==> config.mk <==
export PLATFORM = sky130hd
export DESIGN_NAME = regfile_port_arbiter
export DESIGN_NICKNAME = d
export VERILOG_FILES = /design/src/rtl/i2c_regfile_pkg.sv /design/src/rtl/rr_arbiter.sv /design/src/rtl/regfile_port_arbiter.sv
export SDC_FILE = /design/constraint.sdc
export NUM_CORES = 1
export LEC_CHECK = 0
export BUFFER_PORTS_ARGS = -buffer_cell sky130_fd_sc_hd__buf_2
export CORE_MARGIN = 5
export CORE_UTILIZATION = 50
export CTS_BUF_LIST = sky130_fd_sc_hd__clkbuf_8
export CTS_CLUSTER_DIAMETER = 80
export DETAILED_ROUTE_END_ITERATION = 10
export GPL_ROUTABILITY_DRIVEN = 0
export PLACE_DENSITY = 0.95
export SYNTH_ARGS = -nofsm -noshare
export SYNTH_HDL_FRONTEND = slang
export SYNTH_HIERARCHICAL = 1
export SYNTH_SLANG_ARGS = --single-unit
==> constraint.sdc <==
create_clock -name clk -period 4.5 [get_ports clk]
set_input_delay 1.125 -clock clk [delete_from_list [all_inputs] [get_ports clk]]
set_output_delay 1.125 -clock clk [all_outputs]
set_load 0.005 [all_outputs]
==> src/rtl/i2c_regfile_pkg.sv <==
// i2c_regfile_pkg: shared constants and types for the I2C register file, its slave and the port-A arbiter
package i2c_regfile_pkg;
  localparam int REGFILE_ADDR_W = 8;
  localparam int REGFILE_DATA_W = 8;
  localparam int EBR_RD_LAT = 2;
  localparam logic [6:0] I2C_SLAVE_ADDR = 7'h48;
  typedef enum logic {LOCK_OPEN, LOCK_HELD} lock_state_e;
  function automatic int onehot_idx(input logic [7:0] v);
    onehot_idx = 0;
    for (int i = 0; i < 8; i++) if (v[i]) onehot_idx = i;
  endfunction
endpackage

==> src/rtl/rr_arbiter.sv <==
// rr_arbiter: combinational round-robin, searching from last+1 among masked requesters
module rr_arbiter #(
  parameter int N = 4
) (
  input  logic [N-1:0]         req,
  input  logic [$clog2(N)-1:0] last,
  input  logic [N-1:0]         mask,
  output logic [N-1:0]         gnt
);
  localparam int IW = $clog2(N);
  logic found;
  logic [IW-1:0] idx;
  always_comb begin
    gnt = '0;
    found = 1'b0;
    idx = '0;
    for (int k = 1; k <= N; k++) begin
      idx = IW'((int'(last) + k) % N);
      if (!found && req[idx] && mask[idx]) begin
        gnt[idx] = 1'b1;
        found = 1'b1;
      end
    end
  end
endmodule

==> src/rtl/regfile_port_arbiter.sv <==
// regfile_port_arbiter: round-robin sharing of EBR port A with an optional
// ownership lock and tagged return of read data to the issuing requester
module regfile_port_arbiter
  import i2c_regfile_pkg::*;
#(
  parameter int NUM_REQ = 4,
  parameter int ADDR_W = REGFILE_ADDR_W,
  parameter int DATA_W = REGFILE_DATA_W,
  parameter int RD_LAT = EBR_RD_LAT
) (
  input  logic                  clk,
  input  logic                  rst_n,
  input  logic [NUM_REQ-1:0]    req,
  input  logic [NUM_REQ-1:0]    req_we,
  input  logic [NUM_REQ-1:0]    req_lock,
  input  logic [NUM_REQ*ADDR_W-1:0] req_addr,
  input  logic [NUM_REQ*DATA_W-1:0] req_wdata,
  output logic [NUM_REQ-1:0]    gnt,
  output logic [NUM_REQ-1:0]    rvalid,
  output logic [DATA_W-1:0]     rdata,
  output logic [ADDR_W-1:0]     mem_addr,
  output logic [DATA_W-1:0]     mem_din,
  output logic                  mem_wr,
  input  logic [DATA_W-1:0]     mem_dout
);
  localparam int IW = $clog2(NUM_REQ);
  lock_state_e state;
  logic [IW-1:0] last, owner, sel;
  logic [NUM_REQ-1:0] mask;
  logic accept;
  logic [RD_LAT-1:0] tag_v;
  logic [IW-1:0] tag_id [RD_LAT];
  assign mask = (state == LOCK_HELD) ? NUM_REQ'(1) << owner : '1;
  rr_arbiter #(.N(NUM_REQ)) u_rr (.req(req), .last(last), .mask(mask), .gnt(gnt));
  assign accept = |gnt;
  assign sel = IW'(onehot_idx(8'(gnt)));
  // EBR output is only meaningful while a tag emerges; zero otherwise
  assign rdata = |rvalid ? mem_dout : '0;
  always_ff @(posedge clk or negedge rst_n) begin
    if (!rst_n) begin
      state <= LOCK_OPEN;
      last <= IW'(NUM_REQ - 1);
      owner <= '0;
      mem_addr <= '0;
      mem_din <= '0;
      mem_wr <= 1'b0;
      tag_v <= '0;
      rvalid <= '0;
      for (int i = 0; i < RD_LAT; i++) tag_id[i] <= '0;
    end else begin
      mem_wr <= accept && req_we[sel];
      if (accept) begin
        last <= sel;
        mem_addr <= req_addr[int'(sel)*ADDR_W +: ADDR_W];
        mem_din <= req_wdata[int'(sel)*DATA_W +: DATA_W];
      end
      if (state == LOCK_OPEN && accept && req_lock[sel]) begin
        state <= LOCK_HELD;
        owner <= sel;
      end else if (state == LOCK_HELD && !req_lock[owner]) state <= LOCK_OPEN;
      tag_v[0] <= accept && !req_we[sel];
      tag_id[0] <= sel;
      for (int i = 1; i < RD_LAT; i++) begin
        tag_v[i] <= tag_v[i-1];
        tag_id[i] <= tag_id[i-1];
      end
      rvalid <= tag_v[RD_LAT-1] ? NUM_REQ'(1) << tag_id[RD_LAT-1] : '0;
    end
  end
endmodule

==> summary.md, run 1 <==
| Metric | Value |
|---|---|
| Via/cell ratio | 5.80 |
| Top-area cell type share of the netlist area | between 30% and 40% |
| CTS sink count | 32 |
| DRT Pass-1 Iters | 4 |
| R2R setup slack | 1.10 ns |
| Total wire length | between 6000 and 7000 um |
| Clock Pin Slew Worst Setup and Hold Paths | around 0.060 ns |
| Minimum clock period | 3.72 ns |
| Area grow syn2layout | 32.9% |
| IO Pins | between 100 and 150 |
| Cell taking the most area after synthesis | dfrtp_1 |
| Starting Density | a little over half |
| Final ANT Viol Nets | 0 |
| CP Data Required Time | between 3 and 4 ns |
| Final max-slew violation count | 0 |
| Static Leakage | 1.40 nW |
| HPWL Detailed | just over 5000 um |
| CTS tree | yes |
| RSZ-0062 raised after global routing | false |
| VDD IR max | roughly 0.52 mV |
| Max_cap viols | 0 |
| Final net count | 443 |
| Inserted Clock Buffers | 5 |
| H-tree depth | 2 |
| Endpoints failing setup | 0 |
| Period utilization | between 80% and 90% |
| Warnings, synthesis | 6 |
| Share of cells above drive strength 1 | between 40% and 50% |
| Sum Neg Setup Slack | 0 ns |
| Hold_buf cts | 0 |
| Main synth FF type | dfrtp_1 |
| Fin util | approximately 70% |
| Worst setup EP type | output port |
| Final worst slack | about 0.78 ns |
| Starting DRT DRC Count | 181 |
| Number of synthesized register bits | 32 |
| Clock Path Buffers | 2 |
| Port bufs | between 100 and 150 |
| Clk root buf | clkbuf_8 |
| Pwr Total | between 2 and 3 mW |
| Antenna Cells | 0 |
| Distinct cells, synth | 50 |
| Highest clock rate | 268 MHz |
| Total gr overflow | 0 |
| Synthesized cell area | about 2100 sq um |
| Ys async rst share | 100% |
| Critical path class | primary input to output port |
| Number of enable flip-flop cells after synthesis | 0 |
| DR WL/cell | between 15 and 20 um |
| Clk_skew | 0.00530 ns |
| Routed via count | between 2,000 and 2,500 |
| Post-Place Worst Slack | between 0.7 and 0.8 ns |
| Die W | 75.3 um |
| GRT Util Overall | a little under a quarter |
| Placed Area | ~2700 sq um |
| Mean Syn Cell Area | about 9 sq um |
| Cells after synthesis | 233 |
| Post-route cell area | roughly 2800 sq um |
| First-pass GRT wire length | slightly above 10,000 um |
| Critical Path AT | 2.60 ns |
| CORE AREA | 4060 sq um |
| Hold Crit Class | flip-flop to flip-flop |
| Critical Path Fanout Max | 4 |
| # resized after CTS | 0 |
| Fillers | about 330 |
| Die area | roughly 5700 sq um |
| Die H | approximately 75 um |
| Multi-input logic area | between 1000 and 1500 sq um |
| Sequential cell area | around 800 sq um |
| Syn Nets | roughly 330 |
| Commonest non-fill, non-tap cell in the layout | buf_2 |
| Setup bufs post-CTS | 0 |
| Site Rows | 23 |
| Initial antenna violation count | 0 |
| Final Hold Violating Endpoints | 0 |
| Startpoint Class | primary input |
| Drt drc | 0 |
| PwrDens | 976 nW/um^2 |
| Worst Tran Pin Value | 0.704 ns |
| Run status | complete, no violations |
| Clock latency on the worst-skew pair | a little under 0.3 ns |
| Most frequent cells in the layout | 118 x buf_2, 30 x dfrtp_1, 28 x nand2_1 |
| Rel. slew slack | a little over half |
| Pin count of the biggest net entering global routing | 38 |
| Sequential element share of the synthesized area | around 38% |
| Synth area leaders | dfrtp_1 35%, a21oi_1 6.1%, nand2_1 4.9% |
| Vias in the first global route | ~2,200 |
[flip-flops by register name, indices dropped and copies added (netlist names)]
| signal | count |
|---|---|
| mem_addr | 8 |
| mem_din | 8 |
| rvalid | 4 |
| tag_id | 4 |
| last | 2 |
| owner | 2 |
| tag_v | 2 |
| mem_wr | 1 |
| state | 1 |
[report_power, final]
part	switching (mW)	internal (mW)	leakage [nW]	total, mW
combinational	1.14	0.831	0.968	1.97
clock	0.102	0.120	0.0538	0.222
sequential	0.110	0.466	0.382	0.577
[path summary, 6_finish.rpt]
path / from / to / depth (start not counted)
worst max-delay path: req[3] / gnt[3] / 7
worst min-delay path: tag_v[0]$_DFF_PN0_ / tag_v[1]$_DFF_PN0_ / 0
worst max register to register: last[0]$_DFFE_PN1P_ / owner[0]$_DFFE_PN0P_ / 11
worst min register to register: tag_v[0]$_DFF_PN0_ / tag_v[1]$_DFF_PN0_ / 0
max in group asynchronous: rst_n / rvalid[1]$_DFF_PN0_ / 1
min in group asynchronous: rst_n / mem_din[6]$_DFFE_PN0P_ / 1
[through the flow]
stage / hold slack [ns] / std cells
floorplan: 0.331 / 233
global placement: 0.333 / 393
detailed placement: 0.335 / 393
CTS: 0.349 / 401
global route: 0.371 / 401
finish: 0.348 / 401
[layer usage]
layer	up-vias	wire [um]	GRT usage, %
li1	1095	-	-
met1	1104	2370	27.2
met2	116	3550	42.2
met3	12	605	5.41
met4	0	118	5.05
met5	-	0	0
[synth_stat cells (2+ instances only)]
cell type and n:
buf_6 2, ha_1 7, nand2b_1 9, nor2b_1 8, and2_1 4, a21oi_1 26, mux2i_1 10, a22oi_1 4
a21o_1 2, mux4_2 3, a2bb2oi_1 7, dfrtp_1 30, o311ai_0 9, nand2_1 28, dfstp_2 2, nand3_1 7
clkbuf_1 4, o22ai_1 10, o211ai_1 4, buf_2 5, inv_1 10, o21ai_0 11, nor2_1 4
[critical path, cell delays in order]
cell,delay [ns]
buf_2,0.09
and2_1,0.18
nand3_1,0.09
a2111oi_0,0.50
a41oi_1,0.18
o211ai_1,0.28
buf_2,0.16
[final cells by class]
| type | count | area share, % |
|---|---|---|
| Timing Repair Buffer | 122 | 21.9 |
| Tap cell | 50 | 2.20 |
| Sequential cell | 32 | 28.3 |
| Clock inverter | 2 | 0.265 |
| Multi-Input combinational cell | 177 | 42.8 |
| Inverter | 12 | 1.68 |
| Clock buffer | 6 | 2.91 |
[kinds of logic (layout without fill, tap and decap cells)]
group	count (synthesis)	after routing	share of synthesized area [%]
flops	32	32	37.6
simple gates	72	72	18.2
mux	15	15	9.09
compound gates	83	83	25.4
fa+ha+maj	7	7	4.10
buf+inv	24	142	5.51
(Power assumes the default switching activity.)
==> run 2, diff against run 1 <==
--- a/config.mk
+++ b/config.mk
@@ -7,12 +7,12 @@
 export LEC_CHECK = 0
 export BUFFER_PORTS_ARGS = -buffer_cell sky130_fd_sc_hd__buf_2
 export CORE_MARGIN = 5
-export CORE_UTILIZATION = 50
+export CORE_UTILIZATION = 46
 export CTS_BUF_LIST = sky130_fd_sc_hd__clkbuf_8
 export CTS_CLUSTER_DIAMETER = 80
 export DETAILED_ROUTE_END_ITERATION = 10
 export GPL_ROUTABILITY_DRIVEN = 0
-export PLACE_DENSITY = 0.95
+export PLACE_DENSITY = 0.92
 export SYNTH_ARGS = -nofsm -noshare
 export SYNTH_HDL_FRONTEND = slang
 export SYNTH_HIERARCHICAL = 1
==> constraint.sdc (replaced) <==
create_clock -name clk -period 3.8 [get_ports clk]
set_input_delay 0.95 -clock clk [delete_from_list [all_inputs] [get_ports clk]]
set_output_delay 0.95 -clock clk [all_outputs]
set_load 0.005 [all_outputs]
==> run 2 against run 1 <==
Against the previous run: design area increased by 1.1%; highest routed layer unchanged; sequential cell count unchanged; critical path type is now flip-flop to output port; combinational power increased by 18%; critical endpoint is now gnt[1].
==> summary.md, run 2 (synthesized netlist as in run 1, its figures left out) <==
| Metric | Value |
|---|---|
| Worst setup EP type | output port |
| Pwr Total | ~3.3 mW |
| DRT Pass-1 Iters | 4 |
| Post-route cell area | around 2900 sq um |
| Highest clock rate | between 200 and 300 MHz |
| DR WL/cell | around 16 um |
| Sum Neg Setup Slack | 0 ns |
| Die area | around 6000 sq um |
| Fin util | 65.0% |
| Site Rows | 24 |
| Setup bufs post-CTS | 0 |
| CTS sink count | 32 |
| Initial antenna violation count | 0 |
| Max_cap viols | 0 |
| Port bufs | approximately 120 |
| Post-Layout Cell Count | around 400 |
| Worst reg2reg path depth | 12 |
| Drt drc | 0 |
| Total wire length | around 6300 um |
| Crit-path cells | inv_4 > ha_1 > or4_1 > nand3_1 > nand3_1 > o211ai_1 > buf_2 |
| Worst path max stage delay | 0.70 ns |
| PwrDens | between 1000 and 1500 nW/um^2 |
| Fillers | ~380 |
| Die H | 78.1 um |
| Via/cell ratio | around 5.5 |
| CP Data Required Time | approximately 2.9 ns |
| CTS tree | yes |
| Most frequent cells in the layout | 118 x buf_2, 30 x dfrtp_1, 28 x nand2_1 |
| Rel. slew slack | between 50% and 60% |
| Final ANT Viol Nets | 0 |
| Crit-path slowest cell | dfstp_2 |
| # resized after CTS | 0 |
| Startpoint Class | flip-flop |
| Die W | just under 80 um |
| Final net count | 444 |
| Inserted Clock Buffers | 5 |
| Clk root buf | clkbuf_8 |
| First-pass GRT wire length | a little over 10,000 um |
| Clock latency on the worst-skew pair | about 0.28 ns |
| Commonest non-fill, non-tap cell in the layout | buf_2 |
| Regs by FF count | mem_addr (8), mem_din (8) |
| Static Leakage | ~1.4 nW |
| Total gr overflow | 0 |
| CORE AREA | 4410 sq um |
| Endpoints failing setup | 0 |
| Worst Tran Pin Value | between 0.7 and 0.8 ns |
| Antenna Cells | 0 |
| Critical Path Fanout Max | 13 |
| Pin count of the biggest net entering global routing | 37 |
| HPWL Detailed | between 4000 and 5000 um |
| Most frequent CP cell | nand3_1 |
| WHS Path Cells | 0 |
| Starting Density | ~48% |
| Clock Pin Slew Worst Setup and Hold Paths | approximately 0.070 ns |
| Period utilization | between 90% and 100% |
| Worst hold slack | between 0.3 and 0.4 ns |
| Starting DRT DRC Count | approximately 120 |
| Vias in the first global route | between 2,000 and 2,500 |
| RSZ-0062 raised after global routing | false |
| Final worst slack | 0.212 ns |
| Placed Area | about 2800 sq um |
| # placed instances | approximately 400 |
| H-tree depth | 2 |
| Hold Crit Class | flip-flop to flip-flop |
| R2R setup slack | ~0.44 ns |
| Area grow syn2layout | 34.4% |
| Run status | complete, no violations |
| Post-Place Worst Slack | between 0.3 and 0.4 ns |
| IO Pins | about 120 |
| Final Hold Violating Endpoints | 0 |
| Minimum clock period | ~3.6 ns |
| VDD IR max | 0.769 mV |
| Share of cells above drive strength 1 | 42.0% |
| Hold_buf cts | 0 |
| Final max-slew violation count | 0 |
| Clock Path Buffers | 2 |
| Clk_skew | about 0.0048 ns |
| GRT Util Overall | ~20% |
| Critical path class | flip-flop to output port |
| Routed via count | about 2,200 |
| Critical Path AT | around 2.6 ns |
## run 2: worst max-delay path: cells and delay by family, from the launching register on
kind	cells	cell delay, ns
adder cells (fa/ha/maj)	1	0.37
flip-flops	1	0.70
AO/OA/AOI/OAI	1	0.17
buffers and inverters	2	0.29
AND/OR/NAND/NOR	3	0.82
## run 2: per-layer routing
layer	global-route usage, %	routed length [um]	share of wire, %
met1	24.2	2590	41
met4	4.39	68	1.1
met3	5.95	595	9.4
met5	0	0	0
met2	34.2	3060	48
## run 2: worst paths after layout
kind | start | end
worst max-delay path | last[0]$_DFFE_PN1P_ | gnt[1]
worst min-delay path | tag_v[0]$_DFF_PN0_ | tag_v[1]$_DFF_PN0_
worst max register to register | last[0]$_DFFE_PN1P_ | mem_addr[6]$_DFFE_PN0P_
worst min register to register | tag_v[0]$_DFF_PN0_ | tag_v[1]$_DFF_PN0_
max in group asynchronous | rst_n | mem_addr[6]$_DFFE_PN0P_
min in group asynchronous | rst_n | mem_addr[0]$_DFFE_PN0P_
## run 2: cell type report
| class | instances | area, sq um | share of cell area (%) |
|---|---|---|---|
| clock buffer | 5 | 68.8 | 2.40 |
| clock inverter | 3 | 42.5 | 1.48 |
| inverter | 12 | 47.5 | 1.66 |
| multi-input combinational | 177 | 1210 | 42.3 |
| sequential | 32 | 803 | 28.0 |
| tap | 52 | 65.1 | 2.27 |
| timing repair buffer | 123 | 628 | 21.9 |
## run 2: power breakdown
group,switching (mW),total [mW],internal (mW)
clock network,0.128,0.322,0.194
registers,0.132,0.684,0.552
logic,1.34,2.33,0.995
total,1.60,3.34,1.74
==> run 3, diff against run 2 <==
--- a/config.mk
+++ b/config.mk
@@ -12,8 +12,7 @@
 export CTS_CLUSTER_DIAMETER = 80
 export DETAILED_ROUTE_END_ITERATION = 10
 export GPL_ROUTABILITY_DRIVEN = 0
-export PLACE_DENSITY = 0.92
+export PLACE_DENSITY = 0.9
 export SYNTH_ARGS = -nofsm -noshare
 export SYNTH_HDL_FRONTEND = slang
-export SYNTH_HIERARCHICAL = 1
 export SYNTH_SLANG_ARGS = --single-unit
==> run 3 against run 2 <==
Against the previous run: combinational power rose by 14%; sequential share of layout area fell by 1.2 points; wire length rose by 11%; global-route usage rose by 2.3 points; critical endpoint is now gnt[3]; worst hold slack got worse by 0.0037 ns.
==> summary.md, run 3 <==
| Metric | Value |
|---|---|
| Combinational power share | 72.5% |
| Port bufs | roughly 120 |
| Rel. slew slack | about 30% |
| Clock latency on the worst-skew pair | between 0.2 and 0.3 ns |
| CTS sink count | 32 |
| Distinct cells, synth | 53 |
| CORE AREA | between 4000 and 5000 sq um |
| Top-area cell type share of the netlist area | 35.5% |
| Reg2reg start | last[1]$_DFFE_PN1P_ |
| Hold EP | tag_id[1]$_DFF_PN0_ |
| Worst reg2reg path depth | 9 |
| Clock Path Buffers | 2 |
| Startpoint Class | flip-flop |
| First-pass GRT wire length | 11,000 um |
| Area grow syn2layout | 41.9% |
| Starting DRT DRC Count | ~160 |
| Period utilization | between 90% and 100% |
| Fin util | 68.0% |
| Most instantiated library cell after synthesis | dfrtp_1 |
| Most frequent cells in the layout | 118 x buf_2, 30 x dfrtp_1, 22 x nand2_1, 22 x o21ai_0, 22 x buf_4 |
| Sw Ratio | between 40% and 50% |
| Total gr overflow | 0 |
| PwrDens | ~1200 nW/um^2 |
| Ys async rst share | 100% |
| Reg power frac | a little under a fifth |
| Syn Nets | ~320 |
| Reg-to-Reg End | owner[0]$_DFFE_PN0P_ |
| Via/cell ratio | around 5.9 |
| Critical Path Fanout Max | 7 |
| Pin count of the biggest net entering global routing | 33 |
| Number of enable flip-flop cells after synthesis | 0 |
| Cells after synthesis | 227 |
| Share of cells above drive strength 1 | ~45% |
| Die W | 77.8 um |
| Sum Neg Setup Slack | 0 ns |
| Final max-slew violation count | 0 |
| Worst setup EP type | output port |
| Initial antenna violation count | 0 |
| Mean Syn Cell Area | between 9 and 10 sq um |
| Main synth FF type | dfrtp_1 |
| DRT Pass-1 Iters | 7 |
| HPWL Detailed | 5470 um |
| Synthesized cell area | roughly 2100 sq um |
| CP Data Required Time | roughly 2.9 ns |
| Hold Crit Start | tag_id[3]$_DFF_PN0_ |
| CTS tree | yes |
| Worst Tran Pin Value | ~1.0 ns |
| Fillers | 360 |
| VDD IR max | 0.587 mV |
| RSZ-0062 raised after global routing | false |
| Run status | complete, no violations |
| Sequential element share of the synthesized area | 38.0% |
| Site Rows | 24 |
| R2R setup slack | between 0.3 and 0.4 ns |
| Endpoints failing setup | 0 |
| Hold Crit Class | flip-flop to flip-flop |
| Number of synthesized register bits | 32 |
| Vias in the first global route | 2,409 |
| Antenna Cells | 0 |
| Die area | ~6000 sq um |
| Clock Pin Slew Worst Setup and Hold Paths | approximately 0.07 ns |
| Clk_skew | 0.00659 ns |
| DR WL/cell | 16.7 um |
| Critical Path AT | 2.78 ns |
| Regs by FF count | mem_addr (8), mem_din (8) |
| GRT Util Overall | about 22% |
| Top cells by count, synth | 30 x dfrtp_1, 22 x nand2_1, 22 x o21ai_0 |
| Final ANT Viol Nets | 0 |
| Routed via count | roughly 2,500 |
| Inserted Clock Buffers | 5 |
| Pint | around 2 mW |
| H-tree depth | 2 |
| Clock power frac | about 8.7% |
| IO Pins | between 100 and 150 |
| Highest clock rate | 268 MHz |
| Clk root buf | clkbuf_8 |
| Synth area leaders | dfrtp_1 36%, o21ai_0 5.2%, a222oi_1 4.7% |
| Commonest non-fill, non-tap cell in the layout | buf_2 |
| Max_cap viols | 0 |
| Final worst slack | ~0.067 ns |
| Post-Place Worst Slack | around 0.065 ns |
| Static Leakage | approximately 1.5 nW |
| Final net count | 458 |
| Worst hold slack | roughly 0.35 ns |
| Die H | roughly 78 um |
| Final Hold Violating Endpoints | 0 |
| Minimum clock period | roughly 3.7 ns |
| Cell taking the most area after synthesis | dfrtp_1 |
| Critical path class | flip-flop to output port |
| Drt drc | 0 |
| Warnings, synthesis | 0 |
| Hold_buf cts | 0 |
| Net switching power | 1.72 mW |
| Starting Density | between 40% and 50% |
| Pwr Total | 3.67 mW |
| Total wire length | 6980 um |
| WHS Path Cells | 0 |
[run 3: timing repair]
item,in CTS,in global routing
resized for setup,0,2
endpoints found under the setup margin,0,3
buffers inserted,0,3
[run 3: area by class of cell]
class                      instances  area (sq um)  share of cell area, %
clock inverter                     3          38.8                   1.29
sequential                        32           803                   26.8
multi-input combinational        179          1240                   41.4
inverter                           6          26.3                  0.876
clock buffer                       5          68.8                   2.29
timing repair buffer             140           756                   25.2
tap                               52          65.1                   2.17
[run 3: cell families after synthesis]
family / share of synthesized area (%)
compound gates: 30.7
fa+ha+maj: 4.73
buf+inv: 3.43
flops: 38.0
mux: 3.90
simple gates: 19.2
[run 3: worst max path at each step]
| stage | startpoint | to | slack, ns | cells after the start |
|---|---|---|---|---|
| final | last[1]$_DFFE_PN1P_ | gnt[3] | 0.07 | 7 |
| after global routing | last[1]$_DFFE_PN1P_ | gnt[1] | 0.007 | 8 |
| after CTS | last[1]$_DFFE_PN1P_ | gnt[1] | 0.11 | 8 |
| after detailed placement | req[2] | owner[0]$_DFFE_PN0P_ | 0.07 | 9 |
| after global placement | req[2] | owner[0]$_DFFE_PN0P_ | 0.15 | 9 |
| after floorplan | req[2] | gnt[3] | 0.01 | 8 |
[run 3: worst max-delay path, stage by stage, from the launching register on]
cell	delay, ns
dfstp_2	0.65
clkinvlp_4	0.17
ha_1	0.35
mux4_2	0.36
and2_0	0.18
a221o_1	0.30
or2_2	0.34
buf_2	0.15
[run 3: routing by layer]
layer / up-vias / share of wire [%] / global-route usage, %
met5: - / 0 / 0
met4: 0 / 0.92 / 4.30
met3: 11 / 12 / 6.71
met2: 167 / 48 / 37.7
met1: 1143 / 39 / 27.5
li1: 1154 / - / -
[run 3: through the flow]
step,instances,instance area (sq um)
floorplan,227,2120
global placement,406,2860
detailed placement,406,2860
CTS,414,2970
global route,417,3000
finish,417,3000
[run 3: power by group through the flow]
stage | Clock (mW) | Combinational [mW] | Sequential, mW
3_5_place_dp | 0 | 2.62 | 0.687
5_1_grt | 0.340 | 2.92 | 0.713
2_1_floorplan | 0 | 1.73 | 0.666
3_3_place_gp | 0 | 2.54 | 0.682
6_report | 0.319 | 2.66 | 0.690
4_1_cts | 0.320 | 2.63 | 0.684
